[config.mk]
export PLATFORM = sky130hd
export DESIGN_NAME = loadarch_injector_flat
export DESIGN_NICKNAME = d
export VERILOG_FILES = /design/src/rtl/loadarch_injector_pkg.sv /design/src/rtl/loadarch_injector_if.sv /design/src/rtl/loadarch_injector_release_seq.sv /design/src/rtl/loadarch_injector.sv /design/src/flat_wrapper.sv
export SDC_FILE = /design/constraint.sdc
export NUM_CORES = 1
export LEC_CHECK = 0
export BUFFER_PORTS_ARGS = -buffer_cell sky130_fd_sc_hd__buf_2
export CORE_ASPECT_RATIO = 1.25
export CORE_MARGIN = 2
export CORE_UTILIZATION = 40
export CTS_BUF_LIST = sky130_fd_sc_hd__clkbuf_8
export DETAILED_ROUTE_END_ITERATION = 8
export PLACE_DENSITY = 0.67
export SYNTH_ARGS = -nofsm -noshare
export SYNTH_HDL_FRONTEND = slang
export SYNTH_SLANG_ARGS = --single-unit
[constraint.sdc]
create_clock -name clock -period 1.85 [get_ports clock]
set_input_delay 0.0925 -clock clock [delete_from_list [all_inputs] [get_ports clock]]
set_output_delay 0.0925 -clock clock [all_outputs]
set_load 0.02 [all_outputs]
[src/rtl/loadarch_injector_pkg.sv]
// Shared types and widths for the architectural-state loader.
package loadarch_injector_pkg;

  localparam int unsigned KindW  = 2;
  localparam int unsigned IdxW   = 12;
  localparam int unsigned ErrW   = 3;
  localparam int unsigned CountW = 16;

  typedef enum logic [KindW-1:0] {
    KindXpr = 2'd0,
    KindFpr = 2'd1,
    KindCsr = 2'd2,
    KindPc  = 2'd3
  } rec_kind_e;

  typedef enum logic [ErrW-1:0] {
    ErrNone       = 3'd0,
    ErrBadHart    = 3'd1,
    ErrBadIdx     = 3'd2,
    ErrAckTimeout = 3'd3,
    ErrMissingPc  = 3'd4,
    ErrStartBusy  = 3'd5
  } err_code_e;

  typedef enum logic [2:0] {
    StIdle,
    StHold,
    StAccept,
    StWrite,
    StCheck,
    StRelease,
    StDone,
    StError
  } state_e;

  function automatic int unsigned hart_width(int unsigned n);
    return (n <= 1) ? 1 : $clog2(n);
  endfunction

endpackage

[src/rtl/loadarch_injector_if.sv]
// Record stream in from the loadarch source, restore-port writes out to the harts.
interface loadarch_injector_if #(
  parameter int unsigned NumHarts = 2,
  parameter int unsigned Xlen     = 64
);
  import loadarch_injector_pkg::*;

  localparam int unsigned HartW = hart_width(NumHarts);

  logic                rec_valid;
  logic                rec_ready;
  logic [HartW-1:0]    rec_hart;
  rec_kind_e           rec_kind;
  logic [IdxW-1:0]     rec_idx;
  logic [Xlen-1:0]     rec_data;
  logic                rec_last;

  logic [NumHarts-1:0] wr_valid;
  rec_kind_e           wr_kind;
  logic [IdxW-1:0]     wr_idx;
  logic [Xlen-1:0]     wr_data;
  logic [NumHarts-1:0] wr_ack;

  modport master (
    output rec_valid, rec_hart, rec_kind, rec_idx, rec_data, rec_last,
    input  rec_ready,
    input  wr_valid, wr_kind, wr_idx, wr_data,
    output wr_ack
  );

  modport slave (
    input  rec_valid, rec_hart, rec_kind, rec_idx, rec_data, rec_last,
    output rec_ready,
    output wr_valid, wr_kind, wr_idx, wr_data,
    input  wr_ack
  );

endinterface

[src/rtl/loadarch_injector_release_seq.sv]
// Staggered per-hart reset release: hart 0 on start, then one more hart every ReleaseGap cycles.
module loadarch_injector_release_seq #(
  parameter int unsigned NumHarts   = 2,
  parameter int unsigned ReleaseGap = 4
) (
  input  logic                clock,
  input  logic                reset,
  input  logic                start_i,
  input  logic                hold_i,
  output logic [NumHarts-1:0] hart_reset_n_o,
  output logic                done_o,
  output logic                last_o
);
  localparam int unsigned GapW = (ReleaseGap <= 1) ? 1 : $clog2(ReleaseGap);
  localparam int unsigned CntW = $clog2(NumHarts + 1);

  logic [NumHarts-1:0] rst_n_q, rst_n_d;
  logic [CntW-1:0]     rel_q, rel_d;
  logic [GapW-1:0]     gap_q, gap_d;
  logic                active_q, active_d;
  logic                done_q, done_d;

  // Every hart is out of reset; done follows on the next edge.
  assign last_o = active_q && (32'(rel_q) == NumHarts);

  always_comb begin
    rst_n_d  = rst_n_q;
    rel_d    = rel_q;
    gap_d    = gap_q;
    active_d = active_q;
    done_d   = done_q;
    if (hold_i) begin
      rst_n_d  = '0;
      rel_d    = '0;
      gap_d    = '0;
      active_d = 1'b0;
      done_d   = 1'b0;
    end else if (start_i) begin
      rst_n_d  = NumHarts'(1);
      rel_d    = CntW'(1);
      gap_d    = '0;
      active_d = 1'b1;
      done_d   = 1'b0;
    end else if (active_q) begin
      if (last_o) begin
        active_d = 1'b0;
        done_d   = 1'b1;
      end else if (32'(gap_q) == ReleaseGap - 1) begin
        rst_n_d[rel_q] = 1'b1;
        rel_d          = rel_q + CntW'(1);
        gap_d          = '0;
      end else begin
        gap_d = gap_q + GapW'(1);
      end
    end
  end

  always_ff @(posedge clock or negedge reset) begin
    if (!reset) begin
      rst_n_q  <= '1;
      rel_q    <= '0;
      gap_q    <= '0;
      active_q <= 1'b0;
      done_q   <= 1'b0;
    end else begin
      rst_n_q  <= rst_n_d;
      rel_q    <= rel_d;
      gap_q    <= gap_d;
      active_q <= active_d;
      done_q   <= done_d;
    end
  end

  assign hart_reset_n_o = rst_n_q;
  assign done_o         = done_q;

endmodule

[src/rtl/loadarch_injector.sv]
// Multi-hart architectural-state loader: writes records into held harts, then releases them.
module loadarch_injector
  import loadarch_injector_pkg::*;
#(
  parameter int unsigned NumHarts   = 2,
  parameter int unsigned Xlen       = 64,
  parameter int unsigned NumXpr     = 32,
  parameter int unsigned NumFpr     = 32,
  parameter int unsigned NumCsr     = 4096,
  parameter int unsigned AckTimeout = 64,
  parameter int unsigned ReleaseGap = 4
) (
  input  logic                clock,
  input  logic                reset,
  input  logic                start_i,
  loadarch_injector_if.slave  bus,
  output logic [NumHarts-1:0] hart_reset_n_o,
  output logic                done_o,
  output logic                error_o,
  output logic [ErrW-1:0]     err_code_o,
  output logic [CountW-1:0]   rec_count_o
);
  localparam int unsigned HartW = hart_width(NumHarts);
  localparam int unsigned TmoW  = $clog2(AckTimeout + 1);

  state_e              state_q, state_d;
  logic [HartW-1:0]    hart_q, hart_d;
  rec_kind_e           kind_q, kind_d;
  logic [IdxW-1:0]     idx_q, idx_d;
  logic [Xlen-1:0]     data_q, data_d;
  logic                last_q, last_d;
  logic [NumHarts-1:0] pc_seen_q, pc_seen_d;
  logic [TmoW-1:0]     tmo_q, tmo_d;
  logic [CountW-1:0]   count_q, count_d;
  logic                error_q, error_d;
  err_code_e           err_q, err_d;

  logic      accept, hart_ok, idx_ok, busy, raise, rel_start, rel_hold, rel_last;
  err_code_e code;

  assign accept = bus.rec_valid && bus.rec_ready;
  assign busy   = state_q inside {StHold, StAccept, StWrite, StCheck, StRelease};

  always_comb begin
    hart_ok = 32'(bus.rec_hart) < NumHarts;
    unique case (bus.rec_kind)
      KindXpr: idx_ok = 32'(bus.rec_idx) < NumXpr;
      KindFpr: idx_ok = 32'(bus.rec_idx) < NumFpr;
      KindCsr: idx_ok = 32'(bus.rec_idx) < NumCsr;
      default: idx_ok = 1'b1;
    endcase
  end

  always_comb begin
    state_d   = state_q;
    hart_d    = hart_q;
    kind_d    = kind_q;
    idx_d     = idx_q;
    data_d    = data_q;
    last_d    = last_q;
    pc_seen_d = pc_seen_q;
    tmo_d     = tmo_q;
    count_d   = count_q;
    error_d   = error_q;
    err_d     = err_q;
    raise     = 1'b0;
    code      = ErrNone;
    rel_start = 1'b0;
    rel_hold  = 1'b0;

    unique case (state_q)
      StIdle, StDone, StError: begin
        if (start_i) begin
          state_d   = StHold;
          pc_seen_d = '0;
          count_d   = '0;
          error_d   = 1'b0;
          err_d     = ErrNone;
          rel_hold  = 1'b1;
        end
      end
      StHold: state_d = StAccept;
      StAccept: begin
        if (accept) begin
          hart_d = bus.rec_hart;
          kind_d = bus.rec_kind;
          idx_d  = bus.rec_idx;
          data_d = bus.rec_data;
          last_d = bus.rec_last;
          tmo_d  = '0;
          if (!hart_ok) begin
            raise = 1'b1;
            code  = ErrBadHart;
          end else if (!idx_ok) begin
            raise = 1'b1;
            code  = ErrBadIdx;
          end else if (bus.rec_kind == KindXpr && bus.rec_idx == '0) begin
            // x0 is hardwired; swallow the record without a write.
            if (bus.rec_last) state_d = StCheck;
          end else begin
            state_d = StWrite;
          end
        end
      end
      StWrite: begin
        if (bus.wr_ack[hart_q]) begin
          if (count_q != '1) count_d = count_q + CountW'(1);
          if (kind_q == KindPc) pc_seen_d[hart_q] = 1'b1;
          state_d = last_q ? StCheck : StAccept;
        end else if (32'(tmo_q) == AckTimeout - 1) begin
          raise = 1'b1;
          code  = ErrAckTimeout;
        end else begin
          tmo_d = tmo_q + TmoW'(1);
        end
      end
      StCheck: begin
        if (pc_seen_q != '1) begin
          raise = 1'b1;
          code  = ErrMissingPc;
        end else begin
          state_d   = StRelease;
          rel_start = 1'b1;
        end
      end
      StRelease: if (rel_last) state_d = StDone;
      default: ;
    endcase

    if (busy && start_i) begin
      raise = 1'b1;
      code  = ErrStartBusy;
    end
    // Any error puts every hart back into reset, even mid-release.
    if (raise) begin
      state_d   = StError;
      error_d   = 1'b1;
      err_d     = code;
      rel_start = 1'b0;
      rel_hold  = 1'b1;
    end
  end

  always_ff @(posedge clock or negedge reset) begin
    if (!reset) begin
      state_q   <= StIdle;
      hart_q    <= '0;
      kind_q    <= KindXpr;
      idx_q     <= '0;
      data_q    <= '0;
      last_q    <= 1'b0;
      pc_seen_q <= '0;
      tmo_q     <= '0;
      count_q   <= '0;
      error_q   <= 1'b0;
      err_q     <= ErrNone;
    end else begin
      state_q   <= state_d;
      hart_q    <= hart_d;
      kind_q    <= kind_d;
      idx_q     <= idx_d;
      data_q    <= data_d;
      last_q    <= last_d;
      pc_seen_q <= pc_seen_d;
      tmo_q     <= tmo_d;
      count_q   <= count_d;
      error_q   <= error_d;
      err_q     <= err_d;
    end
  end

  loadarch_injector_release_seq #(
    .NumHarts   (NumHarts),
    .ReleaseGap (ReleaseGap)
  ) u_release_seq (
    .clock          (clock),
    .reset          (reset),
    .start_i        (rel_start),
    .hold_i         (rel_hold),
    .hart_reset_n_o (hart_reset_n_o),
    .done_o         (done_o),
    .last_o         (rel_last)
  );

  always_comb begin
    bus.wr_valid = '0;
    if (state_q == StWrite) bus.wr_valid[hart_q] = 1'b1;
  end

  assign bus.rec_ready = (state_q == StAccept);
  assign bus.wr_kind   = kind_q;
  assign bus.wr_idx    = idx_q;
  assign bus.wr_data   = data_q;
  assign error_o       = error_q;
  assign err_code_o    = err_q;
  assign rec_count_o   = count_q;

endmodule

[src/flat_wrapper.sv]
// flat-port wrapper written by rule: the top's interface ports become plain ports
module loadarch_injector_flat import loadarch_injector_pkg::*;
#(
  parameter int unsigned NumHarts   = 2,
  parameter int unsigned Xlen       = 64,
  parameter int unsigned NumXpr     = 32,
  parameter int unsigned NumFpr     = 32,
  parameter int unsigned NumCsr     = 4096,
  parameter int unsigned AckTimeout = 64,
  parameter int unsigned ReleaseGap = 4
)
  (clock, reset, start_i, hart_reset_n_o, done_o, error_o, err_code_o, rec_count_o, bus_rec_valid, bus_rec_hart, bus_rec_kind, bus_rec_idx, bus_rec_data, bus_rec_last, bus_rec_ready, bus_wr_valid, bus_wr_kind, bus_wr_idx, bus_wr_data, bus_wr_ack);
  loadarch_injector_if #(.NumHarts(NumHarts), .Xlen(Xlen)) bus_i ();
  input  logic clock;
  input  logic reset;
  input  logic start_i;
  output logic [NumHarts-1:0] hart_reset_n_o;
  output logic done_o;
  output logic error_o;
  output logic [ErrW-1:0] err_code_o;
  output logic [CountW-1:0] rec_count_o;
  input wire logic [$bits(bus_i.rec_valid)-1:0] bus_rec_valid;
  input wire logic [$bits(bus_i.rec_hart)-1:0] bus_rec_hart;
  input wire logic [$bits(bus_i.rec_kind)-1:0] bus_rec_kind;
  input wire logic [$bits(bus_i.rec_idx)-1:0] bus_rec_idx;
  input wire logic [$bits(bus_i.rec_data)-1:0] bus_rec_data;
  input wire logic [$bits(bus_i.rec_last)-1:0] bus_rec_last;
  output wire logic [$bits(bus_i.rec_ready)-1:0] bus_rec_ready;
  output wire logic [$bits(bus_i.wr_valid)-1:0] bus_wr_valid;
  output wire logic [$bits(bus_i.wr_kind)-1:0] bus_wr_kind;
  output wire logic [$bits(bus_i.wr_idx)-1:0] bus_wr_idx;
  output wire logic [$bits(bus_i.wr_data)-1:0] bus_wr_data;
  input wire logic [$bits(bus_i.wr_ack)-1:0] bus_wr_ack;
  assign bus_i.rec_valid = bus_rec_valid;
  assign bus_i.rec_hart = bus_rec_hart;
  assign bus_i.rec_kind = bus_rec_kind;
  assign bus_i.rec_idx = bus_rec_idx;
  assign bus_i.rec_data = bus_rec_data;
  assign bus_i.rec_last = bus_rec_last;
  assign bus_rec_ready = bus_i.rec_ready;
  assign bus_wr_valid = bus_i.wr_valid;
  assign bus_wr_kind = bus_i.wr_kind;
  assign bus_wr_idx = bus_i.wr_idx;
  assign bus_wr_data = bus_i.wr_data;
  assign bus_i.wr_ack = bus_wr_ack;
  loadarch_injector #(.NumHarts(NumHarts), .Xlen(Xlen), .NumXpr(NumXpr), .NumFpr(NumFpr), .NumCsr(NumCsr), .AckTimeout(AckTimeout), .ReleaseGap(ReleaseGap)) u_core (.clock(clock), .reset(reset), .start_i(start_i), .bus(bus_i), .hart_reset_n_o(hart_reset_n_o), .done_o(done_o), .error_o(error_o), .err_code_o(err_code_o), .rec_count_o(rec_count_o));
endmodule
==> metrics <==
outcome=complete, no violations; Post-Syn Area per Cell=approximately 9 um2; drt via density=roughly 4.9; Setup CP Type=reg2reg; crit path buf inv count=1; final wirelength=approximately 16 mm; maxcap violations=0; fin nets=about 990; top-area cell type share of the netlist area=55.83%; design area=just under 8000 um2; Cell variety after synth=51; critical path's top delay family=simple AND/OR/NAND/NOR gates; most frequent cells after synthesis=nand2_1, dfrtp_1, nor2_1; initial drt markers=roughly 240; Cell Pwr Density=approximately 1500 nW/um2; Slew Viols, Final=0; Syn Inst Count=594; initial antenna violation count=0; Initial DRT Pass Iterations=4; Filler cells=around 1.1k; Die Wd=about 110 um; Hold Crit Class=in2async; hold slack=0.06564 ns; largest net degree at the start of global routing=60; antenna viol nets, final=0; total power=11.52 mW; f_max=roughly 560 MHz; htree depth=4; Core Box Area=between 10000 and 15000 um2; global-route wire length before repair=around 26 mm; Max VDD drop=~0.85 mV; r2r setup slk=roughly 0.065 ns; R2R Path End=u_core.rec_count_o[10]; Num Clock Sinks=120; Initial Util=approximately 41%; CTS tree=done; Reg clk slew, reported paths=roughly 0.07 ns; CTS Buf Count=17; Worst setup startpoint=u_core.hart_q; I/O Buffers=roughly 190; HPWL after DPL=10.19 mm; area delta synth->final=49.66%; setup TNS=0 ns; total grt overflow=0; Die Area=about 14000 um2; # IOs=190; final period utilization=a little over nine tenths; Rows=47; Worst EP arrival=~2.1 ns; EDFF count, synth=0; number of synthesized register bits=120; Net Count, Synth=around 690; max_slew headroom=65.52%; Clk Latency, worst-skew pair=between 0.4 and 0.5 ns; share of layout cells above drive strength 1=a little under a third; post-synth top area cell=dfrtp_1; count of yosys warnings during synthesis=0; placed cell areas=between 6000 and 7000 um2; reg2reg start=u_core.hart_q; Post-Syn Area=5289 um2; area of the multi-input gates=2197 um2; Worst path max stage delay=~0.40 ns; root buf cell=clkbuf_8; via count=5274; diode count=0; Final setup viols=0; Longest Clk Path Bufs=2; ranking of synthesized cells by area=dfrtp_1, nand2_1, nor2_1; Die H=132.6 um; Least-Margin Pin Slew=roughly 0.52 ns; leak pwr=around 4.2 nW; CP max stage cell=mux2_2; Primary FF master, synth=dfrtp_1; count leader, synth=nand2_1; Synth async-reset ratio=100.0%; storage element area=between 3000 and 4000 um2; All-Layer GR Usage=22.54%; CP required=2.16 ns; Final Skew=0.01130 ns; Hold Fails Final Rpt=0; Worst setup SP type=flop; CP Capture Type=flop; crit-path max FO=6; routed len/inst=approximately 15 um; Reg2Reg Depth=7; vias in the first global route=between 5k and 6k; drt drc=0; clock period minus worst slack=~1.8 ns; routability congestion estimate=around 0.84; critical-path cell list=mux2_2, and2_4, a2bb2oi_2, buf_4, and3_1, xnor2_1, nor2_1; crit path capture=u_core.rec_count_o[10]; register area share after synthesis=a little under three fifths; cell count along the critical path=7
routing by layer:
layer | track usage (%) | wire length [um] | share of wire, % | vias to the layer above
met3 | 5.222 | 784 | 5.0 | 49
met2 | 40.02 | 8277 | 53 | 189
met4 | 11.40 | 572 | 3.6 | 0
met1 | 24.95 | 6107 | 39 | 2526
li1 | - | - | - | 2510
met5 | 0 | 0 | 0 | -
worst min-delay path by stage:
stage	startpoint	end	slack, ns	cells past startpoint
final	reset	u_core.bus.wr_data[29]	0.07	2
after global routing	reset	u_core.bus.wr_data[29]	0.07	2
after CTS	reset	u_core.rec_count_o[0]	0.04	2
after detailed placement	reset	u_core.bus.wr_data[29]	-0.03	1
after global placement	reset	u_core.bus.wr_data[20]	-0.04	1
after floorplan	reset	u_core.bus.wr_data[0]	-0.20	0
placed cells by master, fill, tap and decap left out, types with 3 or more instances in the layout:
cell type      count
dfrtp_1          115
dlygate4sd3_1     84
o21ai_1            5
xnor2_1            7
xor2_1            12
nand3_1           12
nand2b_1           3
buf_12             3
clkbuf_8          19
ha_1               6
nand2_1          261
dfrtp_2            3
and2_1             7
and3_1             7
o21ai_0            3
a31oi_1            6
buf_2            188
o22ai_1            3
nand4_1            7
nor3_1             6
a21oi_1           15
inv_1             11
clkinvlp_4         4
buf_4             30
nor2_1            35
what timing repair did:
action | in CTS | in global routing
buffers inserted | 0 | 5
hold endpoints to repair | 201 | 0
resized for setup | 1 | 14
setup endpoints to repair | 4 | 26
pin swaps | 0 | 5
hold buffers | 84 | 0
report_power, final:
part           switching [mW]  total [mW]  internal, mW
registers               0.688        4.34          3.65
clock network            1.07        2.32          1.26
logic                    3.02        4.86          1.83
metrics by stage:
step | setup WS, ns | cells | utilization (%)
2_1_floorplan | 0.06350 | 594 | -
3_3_place_gp | 0.04241 | 956 | 50.54
3_5_place_dp | -0.005900 | 956 | 50.54
4_1_cts | 0.002090 | 1071 | 59.98
5_1_grt | -0.03599 | 1076 | 60.63
6_report | 0.06461 | 1076 | 60.63
area by class of cell:
type,instances,area share [%]
clock buffer,19,3.304
inverter,10,0.4742
timing repair buffer,305,26.11
tap,171,2.703
sequential,120,38.02
multi-input combinational,439,27.76
clock inverter,12,1.628
worst reg2reg max path: stages (launching register included):
cell and delay, ns:
dfrtp_1 0.37, mux2_2 0.40, and2_4 0.19, a2bb2oi_2 0.17, buf_4 0.16, and3_1 0.19, xnor2_1 0.15, nor2_1 0.06
logic make-up after synthesis:
group / synth area share, %
AOI/OAI and AO/OA: 6.009
muxes: 0.5914
xor gates and xnor gates: 3.146
adders and majority gates: 1.656
buffers and inverters: 2.744
DFF: 56.83
and+or+nand+nor: 29.03
sequential cells by signal, summed over array words and instances (netlist names):
register and flops:
u_core.u_release_seq.done_o 1, u_core.u_release_seq.active_q 1, u_core.u_release_seq.hart_reset_n_o 2, u_core.bus.wr_kind 2
u_core.rec_count_o 16, u_core.bus.wr_data 64, u_core.error_o 1, u_core.hart_q 1
u_core.bus.wr_idx 12, u_core.state_q 3, u_core.u_release_seq.gap_q 2, u_core.pc_seen_q 2
u_core.u_release_seq.rel_q 2, u_core.err_code_o 3, u_core.last_q 1, u_core.tmo_q 7
Power figures use the tool's default switching activity.
